==> config.mk <==
export PLATFORM = sky130hd
export DESIGN_NAME = bus_cycle_sequencer
export DESIGN_NICKNAME = d
export VERILOG_FILES = /design/src/rtl/bus_cycle_sequencer.sv
export SDC_FILE = /design/constraint.sdc
export NUM_CORES = 1
export LEC_CHECK = 0
export CELL_PAD_IN_SITES_DETAIL_PLACEMENT = 1
export CELL_PAD_IN_SITES_GLOBAL_PLACEMENT = 2
export CORE_ASPECT_RATIO = 0.7
export CORE_MARGIN = 10
export CORE_UTILIZATION = 25
export CTS_BUF_LIST = sky130_fd_sc_hd__clkbuf_8
export CTS_CLUSTER_DIAMETER = 100
export DETAILED_ROUTE_END_ITERATION = 7
export GPL_TIMING_DRIVEN = 0
export PLACE_DENSITY_LB_ADDON = 0.1
export SLEW_MARGIN = 20
export SYNTH_ARGS = -nofsm -noshare
export SYNTH_HDL_FRONTEND = slang
export SYNTH_SLANG_ARGS = --single-unit
==> constraint.sdc <==
create_clock -name hsclk -period 1.3 [get_ports hsclk]
set_input_delay 0.13 -clock hsclk [delete_from_list [all_inputs] [get_ports hsclk]]
set_output_delay 0.13 -clock hsclk [all_outputs]
set_load 0.005 [all_outputs]
==> src/rtl/bus_cycle_sequencer.sv <==
// bus_cycle_sequencer
//   Runs every 65816 CPU cycle from hsclk and routes it either to local SRAM
//   (or an internal cycle) at a programmable fast rate, or to the BBC bus. A
//   BBC cycle stretches cpu_phi2 so that its high phase lines up edge-for-edge
//   with a regenerated, delayed copy of bbc_phi0.
//
// Ports
//   hsclk                      single clock
//   reset                      synchronous, active high
//   bbc_phi0                   asynchronous BBC clock
//   cpu_adr[3:0]               cpu_adr[15:12]
//   cpu_vda/vpa/vpb/rnw        65816 status signals
//   map_en                     0 sends every cycle to the BBC
//   cpu_phi2                   CPU clock
//   bbc_phi1/bbc_phi2          regenerated BBC clocks
//   bbc_rnw                    BBC read/write (forced high on fast cycles)
//   bbc_cyc                    current cycle is a BBC cycle
//   ram_ceb/ram_oeb/ram_web    SRAM strobes, active low
//   bbc_drv_en/cpu_drv_en      databus drive enables, active high
module bus_cycle_sequencer #(
    parameter int unsigned FAST_LO     = 2,
    parameter int unsigned FAST_HI     = 2,
    parameter int unsigned SYNC_STAGES = 2,
    parameter int unsigned PHI_DELAY   = 1,
    parameter logic [3:0]  LOCAL_TOP   = 4'h8
) (
    input  logic       hsclk,
    input  logic       reset,
    input  logic       bbc_phi0,
    input  logic [3:0] cpu_adr,
    input  logic       cpu_vda,
    input  logic       cpu_vpa,
    input  logic       cpu_vpb,
    input  logic       cpu_rnw,
    input  logic       map_en,
    output logic       cpu_phi2,
    output logic       bbc_phi1,
    output logic       bbc_phi2,
    output logic       bbc_rnw,
    output logic       bbc_cyc,
    output logic       ram_ceb,
    output logic       ram_oeb,
    output logic       ram_web,
    output logic       bbc_drv_en,
    output logic       cpu_drv_en
);

    // Synchroniser and delay flops form one chain; its last flop is bbc_phi2,
    // so the phi0->phi2 lag is exactly SYNC_STAGES + PHI_DELAY edges.
    localparam int unsigned ChainLen = SYNC_STAGES + PHI_DELAY;
    localparam int unsigned CntMax   = (FAST_LO > FAST_HI) ? FAST_LO : FAST_HI;
    localparam int unsigned CntW     = (CntMax > 1) ? $clog2(CntMax) : 1;
    localparam logic [CntW-1:0] LoLast = CntW'(FAST_LO - 1);
    localparam logic [CntW-1:0] HiLast = CntW'(FAST_HI - 1);

    typedef enum logic [1:0] {
        StPhi1,
        StFphi2,
        StBwait,
        StBphi2
    } state_e;

    state_e            state_q, state_d;
    logic [CntW-1:0]   cnt_q, cnt_d;
    logic [ChainLen-1:0] chain_q;

    logic bbc_phi1_q;
    logic cpu_phi2_q, bbc_cyc_q, bbc_rnw_q;
    logic ram_ceb_q, ram_oeb_q, ram_web_q;
    logic bbc_drv_en_q, cpu_drv_en_q;

    logic phi2_next, phi2_rise, phi2_fall, is_local;
    logic cpu_phi2_d, bbc_cyc_d, fast_hi_d;

    // Value bbc_phi2 takes on the coming edge; lets the FSM switch cpu_phi2
    // on the very same edge as bbc_phi2.
    assign phi2_next = chain_q[ChainLen-2];
    assign phi2_rise = phi2_next & ~chain_q[ChainLen-1];
    assign phi2_fall = ~phi2_next & chain_q[ChainLen-1];

    // Internal cycles (no VDA/VPA) are local even at BBC addresses; vector
    // fetches always go to the BBC.
    assign is_local = map_en & cpu_vpb & (~(cpu_vda | cpu_vpa) | (cpu_adr < LOCAL_TOP));

    always_comb begin
        state_d = state_q;
        cnt_d   = cnt_q;
        unique case (state_q)
            StPhi1: begin
                if (cnt_q == LoLast) begin
                    cnt_d   = '0;
                    state_d = is_local ? StFphi2 : StBwait;
                end else begin
                    cnt_d = cnt_q + 1'b1;
                end
            end
            StFphi2: begin
                if (cnt_q == HiLast) begin
                    cnt_d   = '0;
                    state_d = StPhi1;
                end else begin
                    cnt_d = cnt_q + 1'b1;
                end
            end
            // Only a genuine 0->1 edge starts the phase, so entry during a
            // high bbc_phi2 waits for the next full high phase.
            StBwait: begin
                if (phi2_rise) begin
                    state_d = StBphi2;
                end
            end
            StBphi2: begin
                if (phi2_fall) begin
                    cnt_d   = '0;
                    state_d = StPhi1;
                end
            end
            default: begin
                cnt_d   = '0;
                state_d = StBwait;
            end
        endcase
    end

    always_comb begin
        cpu_phi2_d = (state_d == StFphi2) || (state_d == StBphi2);
        bbc_cyc_d  = (state_d == StBwait) || (state_d == StBphi2);
        fast_hi_d  = (state_d == StFphi2);
    end

    // All outputs are registered from next-state values so they change only
    // on hsclk edges and never glitch.
    always_ff @(posedge hsclk) begin
        if (reset) begin
            chain_q      <= '0;
            bbc_phi1_q   <= 1'b1;
            state_q      <= StBwait;
            cnt_q        <= '0;
            cpu_phi2_q   <= 1'b0;
            bbc_cyc_q    <= 1'b1;
            bbc_rnw_q    <= 1'b1;
            ram_ceb_q    <= 1'b1;
            ram_oeb_q    <= 1'b1;
            ram_web_q    <= 1'b1;
            bbc_drv_en_q <= 1'b0;
            cpu_drv_en_q <= 1'b0;
        end else begin
            chain_q      <= {chain_q[ChainLen-2:0], bbc_phi0};
            bbc_phi1_q   <= ~phi2_next;
            state_q      <= state_d;
            cnt_q        <= cnt_d;
            cpu_phi2_q   <= cpu_phi2_d;
            bbc_cyc_q    <= bbc_cyc_d;
            bbc_rnw_q    <= bbc_cyc_d ? cpu_rnw : 1'b1;
            ram_ceb_q    <= ~fast_hi_d;
            ram_oeb_q    <= ~(fast_hi_d & cpu_rnw);
            // The last fast high cycle holds write data with WE released.
            ram_web_q    <= ~(fast_hi_d & ~cpu_rnw & (cnt_d < HiLast));
            bbc_drv_en_q <= bbc_cyc_d & ~cpu_rnw & phi2_next;
            cpu_drv_en_q <= bbc_cyc_d & cpu_rnw & cpu_phi2_d;
        end
    end

    assign cpu_phi2   = cpu_phi2_q;
    assign bbc_phi1   = bbc_phi1_q;
    assign bbc_phi2   = chain_q[ChainLen-1];
    assign bbc_rnw    = bbc_rnw_q;
    assign bbc_cyc    = bbc_cyc_q;
    assign ram_ceb    = ram_ceb_q;
    assign ram_oeb    = ram_oeb_q;
    assign ram_web    = ram_web_q;
    assign bbc_drv_en = bbc_drv_en_q;
    assign cpu_drv_en = cpu_drv_en_q;

endmodule

# Yosys cells after proc, flatten, opt, wreduce, memory -nomap -nowiden
# Cells that the tools add are included.
word_totals:
  regBits: 15
  inputBits: 12
  output_inout_bits: 10
  word_cells: 56
classes:
  n_addsub: 1
  magnitude_cmp: 2
  n_eq_ne: 6
  mux: 9
  bitwise: 21
  reduce_logical: 5
ops:
  columns: ["op", "count"]
  rows:
  - ["$and 1x1->1", 11]
  - ["$mux 2", 5]
  - ["$eq 2x2->1 const B", 4]
  - ["$not 1->1", 8]
  - ["$pmux 2 s4", 1]
  - ["$eq 2x1->1 const B", 2]
  - ["$lt 4x4->1 const B", 1]
  - ["$reduce_or 2->1", 2]
  - ["$logic_not 2->1", 1]
  - ["$logic_or 1x1->1", 2]
  - ["$mux 1", 2]
  - ["$or 1x1->1", 2]
  - ["$pmux 1 s2", 1]
  - ["$add 1x1->1 const B", 1]
  - ["$lt 1x1->1 const B", 1]

# Logic depth before layout (Yosys ltp)
# Gate-level depths: netlist (run 1).
depth:
  depth_word: 11
  ltp_mapped: 3
  ltp_nobuf: 3

# Worst setup path before layout (run 1)
# OpenSTA, ideal clock, no wires.
synth_path:
  path_type: "register to register"
  startpoint: "register state_q[1]"
  endpoint: "register ram_oeb_q, in the netlist ram_oeb"
  setup_ns: 0.127
  t_arrival_ns: 1.039
  required_time_ns: 1.173
  path_slack_ns: 0.134
  path_stages_with_launch: 4
  path_buffers: 0
  synth_period_minus_slack_ns: 1.166
  path_cell_list: "dfxtp_1 and3b_2 a32oi_2 or3b_1"
synth_between:
  elab_chain_len: 5
  word_cells_on_any_way: 12
  classes_between: "eq/ne (4); mux (5); bitwise (2); reduce/logical (1)"
synth_lines:
  columns: ["item", "line", "text"]
  rows:
  - ["start: declaration", "63", "state_e state_q, state_d;"]
  - ["start signal: assignment", "137", "state_q <= StBwait;"]
  - ["start signal: assignment", "150", "state_q <= state_d;"]
  - ["$eq 2x2->1 (tied with other cells)", "88", "unique case (state_q)"]
  - ["$pmux 2 s4 *", "88", null]
  - ["$eq 2x1->1 *", "128", "fast_hi_d = (state_d == StFphi2);"]
  - ["$and 1x1->1 *", "156", "ram_oeb_q <= ~(fast_hi_d & cpu_rnw);"]
  - ["$not 1->1 *", "156", null]
  - ["end signal: assignment", "156", null]
  - ["end: declaration", "69", "logic ram_ceb_q, ram_oeb_q, ram_web_q;"]
# Mark *: on every way between the ends. The rest lies on a longest branch, timed or not.
# A chain may end at the register's enable or synchronous reset.

# Final worst setup path (run 1)
# Same ends and word-level chain as after synthesis.

==> impl_metrics.toml, run 1 <==
[run_status]
status = "finished clean"

[cts]
cts_tree = "yes"
hold_buffers = 0
cts_resized = 0
clock_path_buffers = 2
cts_max_level = 1
clkLatencyLatePin_ns = 0.25
clk_pin_slew_worst_paths_ns = 0.06
cts.sinks = 15
clockRootBuffer = "clkbuf_8"
postCtsSetupBuffers = 0
numCtsBuffers = 3

[pwr]
power.internal_mw = 0.730
p_switching_mw = 0.194
peakVddDrop_v = 0.000592
p_per_area_nw_per_um2 = 1200
comb_power_share = 0.077
seqPwrFrac = 0.518
swShare = 0.210
leakage_nw = 0.300
clockPowerShare = 0.405
total_power_mw = 0.924

[cells_and_area]
regMostFlops = "chain_q"
fin_nets = 81
num-fill-cells = 228
antennaDiodeCount = 0
reg_top3 = "chain_q (3), state_q (2)"
layout-area-overhead-vs-synth_pct = 49.9
drive_gt1_frac = 0.176
final_common_cell = "clkdlybuf4s50_1"
final_cell_mix = "clkdlybuf4s50_1, dfxtp_1, nor2_1, a21oi_1, clkbuf_8"
largest_register_ffs = 3

[die]
fp.dieW_um = 74.2
die_h_um = 57.9
design.core.area_sq_um = 1900
fp.dieArea_sq_um = 4300
top_level_ports = 22
initial_core_util = 0.270
rows = 13

[timing]
hold_viol_final = 0
rsz0062_at_grt = "false"
fin_crit_ns = 1.24
setup_violations = 0
worst_slack_ns = 0.0588
finClkSkew_ns = 0.00325
drv_slew = 0
worstMarginPinSlew_ns = 0.434
fmax_ghz = 0.806
min_period_over_period = 0.955
relSlewSlack = 0.711
whs_ns = 0.438

[critical_path]
crit_fanout = 7
cp_data_required_time_ns = 1.43
crit_path_start_kind = "flop"
cp-end-kind = "flop"
critical_path_class = "flop to flop"
cp.arrival_ns = 1.37
slowest_delay_ns = 0.36
worstPathCellList = "and3b_2 -> a32oi_2 -> or3b_1"
timing.rr.end = "ram_oeb"
cpMaxStageDelayCell = "or3b_1"
reg2reg_slack_ns = 0.06
timing.rr.start = "state_q[1]"
reg2reg_depth = 3

[route]
drc_errors = 0
via_per_inst = 4.52
post_drt_wl_per_cell_um = 13.7
drt_iter0_markers = 6
vias = 407
drt-total-wl_um = 1240
final_antenna_net_count = 0
drtPass1Iterations = 3

[global_routing]
grt_max_degree = 11
antenna_found_initial = 0
grt_pass1_vias = 419
grt_pass1_wl_um = 2050
overflow = 0
track_usage = 0.0622

[min_path]
hp-start = "bbc_phi0"
min_to = "chain_q[0]"
hold_path_depth = 2
hold_path_class = "primary input to flop"

[synth]
avgSynthCellArea_sq_um = 11.2
netlist-cell-type-count = 24
yosysTopAreaCell = "dfxtp_1"
synthCells = 46
synthTopCellsByArea = "dfxtp_1, and3b_2, a32oi_2"
yosys.area.top_type_share = 0.584
synth.yosys.seq_area_share = 0.584
synth_fp_nets = 58
syn_area_sq_um = 514
ys_ff_latch = 15
yosysWarnings = 0

[placed_design]
numPortBuffers = 18
gp_congestion = 0.717
hpwl_um = 979
dp_worst_setup_slack_ns = -0.128

[run]
cap_violations = 0
-- metal layers --
metal,global-route usage,vias to the layer above,part of all wire
met5,0,-,0
met1,0.0734,184,0.43
met2,0.0801,13,0.43
li1,-,205,-
met3,0.0459,5,0.12
met4,0.0313,0,0.020
-- power by group through the flow --
stage               clock network, mW  registers, mW  logic [mW]
floorplan                           0          0.488      0.0233
global placement                    0          0.489      0.0714
finish                          0.374          0.479      0.0708
CTS                             0.396          0.479      0.0725
global route                    0.418          0.481      0.0774
detailed placement                  0          0.489      0.0720
-- critical path: cells and delay by family, from the launching register on --
family,cells,cell delay [ns]
flip-flops,1,0.35
AO/OA/AOI/OAI,1,0.14
AND/OR/NAND/NOR,2,0.63
-- final cells by class --
type / count / area [sq um] / area share
buffer: 1 / 3.75 / 0.00487
clock buffer: 3 / 41.3 / 0.0536
clock inverter: 1 / 5.00 / 0.00649
inverter: 1 / 3.75 / 0.00487
multi-input combinational: 29 / 206 / 0.268
sequential: 15 / 303 / 0.393
tap: 22 / 27.5 / 0.0357
timing repair buffer: 18 / 180 / 0.234
-- kinds of logic after synthesis --
family                 synth area share
AND/OR/NAND/NOR                   0.253
buffers and inverters            0.0146
flip-flops                        0.584
AO/OA/AOI/OAI                     0.148
-- cells in the mapped netlist (all sizes together) --
cell / count
a21oi: 3
and2b: 1
o21ai: 1
or3b: 1
and3b: 2
nor2: 3
nand2: 1
nor2b: 2
nor3b: 1
o21a: 1
a21o: 2
nor3: 1
a32oi: 1
nand2b: 2
a31oi: 1
clkbuf: 1
and2: 1
or2: 1
dfxtp: 15
nand3: 1
inv: 1
nand4: 1
nand3b: 1
and4: 1
-- through the flow --
step | cell area (sq um) | util | std cells | TNS (ns)
after floorplan | 514 | - | 46 | 0
after global placement | 722 | 0.379 | 86 | -0.189
after detailed placement | 722 | 0.379 | 86 | -0.180
after CTS | 768 | 0.404 | 90 | 0
after global routing | 771 | 0.405 | 90 | 0
final | 771 | 0.405 | 90 | 0
-- worst max path at each step --
stage	startpoint	to	slack [ns]	cells after the start
final	state_q[1]	ram_oeb	0.06	3
after floorplan	state_q[1]	ram_oeb	0.13	3
after global placement	map_en	ram_oeb	-0.13	4
after detailed placement	map_en	ram_oeb	-0.13	4
after CTS	state_q[1]	ram_oeb	0.03	3
after global routing	state_q[1]	ram_oeb	0.007	3
(Power assumes the default switching activity.)
==> inputs of run 2 (changes only) <==
--- a/config.mk
+++ b/config.mk
@@ -12,9 +12,11 @@
 export CORE_UTILIZATION = 25
 export CTS_BUF_LIST = sky130_fd_sc_hd__clkbuf_8
 export CTS_CLUSTER_DIAMETER = 100
+export CTS_CLUSTER_SIZE = 10
 export DETAILED_ROUTE_END_ITERATION = 7
 export GPL_TIMING_DRIVEN = 0
 export PLACE_DENSITY_LB_ADDON = 0.1
+export SETUP_SLACK_MARGIN = 0.05
 export SLEW_MARGIN = 20
 export SYNTH_ARGS = -nofsm -noshare
 export SYNTH_HDL_FRONTEND = slang
==> run 2 against run 1 <==
  * Setup slack lost 0.019 ns
  * Critical endpoint unchanged
  * Clock-buffer cell count is the same
  * Sequential share of layout area shrank 1.5 points
  * First-iteration DRC count shrank 50%
  * Largest power group unchanged
==> impl_metrics.toml, run 2 (synthesized netlist as in run 1, its figures left out) <==
[run_status]
status = "finished clean"

[placed_design]
dp_worst_setup_slack_ns = -0.128
hpwl_um = 979
numPortBuffers = 18
gp_congestion = 0.717

[pwr]
comb_power_share = 0.079
peakVddDrop_v = 0.000600
leakage_nw = 0.313
total_power_mw = 0.927
seqPwrFrac = 0.515
swShare = 0.215
power.internal_mw = 0.728
p_per_area_nw_per_um2 = 1150
clockPowerShare = 0.406
p_switching_mw = 0.199

[route]
drt_iter0_markers = 3
highest_layer = "met4"
wl_met2_um = 633
wl_met3_um = 147
via_per_inst = 4.54
vias = 422
drt-total-wl_um = 1370
final_antenna_net_count = 0
post_drt_wl_per_cell_um = 14.7
met1Wirelength_um = 561
drc_errors = 0
drtPass1Iterations = 4

[die]
design.core.area_sq_um = 1900
die_h_um = 57.9
fp.dieArea_sq_um = 4300
initial_core_util = 0.270
rows = 13
top_level_ports = 22
fp.dieW_um = 74.2

[cells_and_area]
largest_register_ffs = 3
reg_top3 = "chain_q (3), state_q (2)"
fin_nets = 84
final_util = 0.424
antennaDiodeCount = 0
regMostFlops = "chain_q"
final_common_cell = "clkdlybuf4s50_1"
drive_gt1_frac = 0.225
layout-area-overhead-vs-synth_pct = 56.9
final_cell_mix = "clkdlybuf4s50_1, dfxtp_1"

[global_routing]
grt_pass1_vias = 419
grt_max_degree = 11
overflow = 0
antenna_found_initial = 0
grt_pass1_wl_um = 2050
track_usage = 0.0622

[timing]
fin_setup_tns_ns = 0
hold_viol_final = 0
worstMarginPinSlew_ns = 0.450
worst_slack_ns = 0.0398
drv_slew = 0
setup_violations = 0
fmax_ghz = 0.793
rsz0062_at_grt = "true"
fin_crit_ns = 1.26
min_period_over_period = 0.969
finClkSkew_ns = 0.00401
relSlewSlack = 0.700

[critical_path]
slowest_delay_ns = 0.38
cp-end-kind = "flop"
critical_path_class = "flop to flop"
crit_fanout = 5
reg2reg_depth = 3
crit_path_start_kind = "flop"
cp_data_required_time_ns = 1.43
cpMaxStageDelayCell = "or3b_1"
cp.arrival_ns = 1.39
worstPathCellList = "and3b_2 -> a32oi_4 -> or3b_1"

[cts]
hold_buffers = 0
clkLatencyLatePin_ns = 0.25
cts_max_level = 1
clockRootBuffer = "clkbuf_8"
clk_pin_slew_worst_paths_ns = 0.06
cts_tree = "yes"
clock_path_buffers = 2
numCtsBuffers = 3
cts.sinks = 15

[run]
cap_violations = 0

[min_path]
hold_path_depth = 2
hold_path_class = "primary input to flop"
run 2: area by class of cell:
type | count | area, sq um
inverter | 1 | 3.75
clock buffer | 3 | 41.3
multi-input combinational | 29 | 219
buffer | 1 | 3.75
tap | 22 | 27.5
clock inverter | 1 | 5.00
fill | 226 | 1100
timing repair buffer | 21 | 201
sequential | 15 | 305
run 2: what timing repair did:
action,4_1_cts,5_1_grt
resized for setup,2,4
pin swaps,0,2
buffers inserted,0,3
setup endpoints to repair,2,1
run 2: path summary, 6_finish.rpt:
check / start / endpoint / slack (ns)
setup reg to reg: state_q[1] / ram_oeb / 0.04
hold / removal: bbc_phi0 / chain_q[0] / 0.44
setup / recovery: state_q[1] / ram_oeb / 0.04
hold reg to reg: chain_q[0] / chain_q[1] / 0.44
run 2: worst max-delay path: cells and delay by family, from the launching register on:
kind / cells / cell delay, ns
AND/OR/NAND/NOR: 2 / 0.65
flip-flops: 1 / 0.35
AO/OA/AOI/OAI: 1 / 0.13
run 2: per-stage QoR:
| stage | std cells | area, sq um | hold slack (ns) |
|---|---|---|---|
| after global routing | 93 | 807 | 0.443 |
| final | 93 | 807 | 0.437 |
| after global placement | 86 | 722 | 0.423 |
| after CTS | 90 | 768 | 0.434 |
| after floorplan | 46 | 514 | 0.234 |
| after detailed placement | 86 | 722 | 0.438 |
run 2: routing by layer:
metal	track usage	vias up
li1	-	213
met1	0.0734	191
met2	0.0801	13
met3	0.0459	5
met4	0.0313	0
met5	0	-
run 2: power by group through the flow:
stage / clock network [mW] / registers, mW / logic [mW]
3_3_place_gp: 0 / 0.489 / 0.0714
3_5_place_dp: 0 / 0.489 / 0.0720
2_1_floorplan: 0 / 0.488 / 0.0233
6_report: 0.376 / 0.478 / 0.0730
4_1_cts: 0.396 / 0.479 / 0.0719
5_1_grt: 0.418 / 0.479 / 0.0795
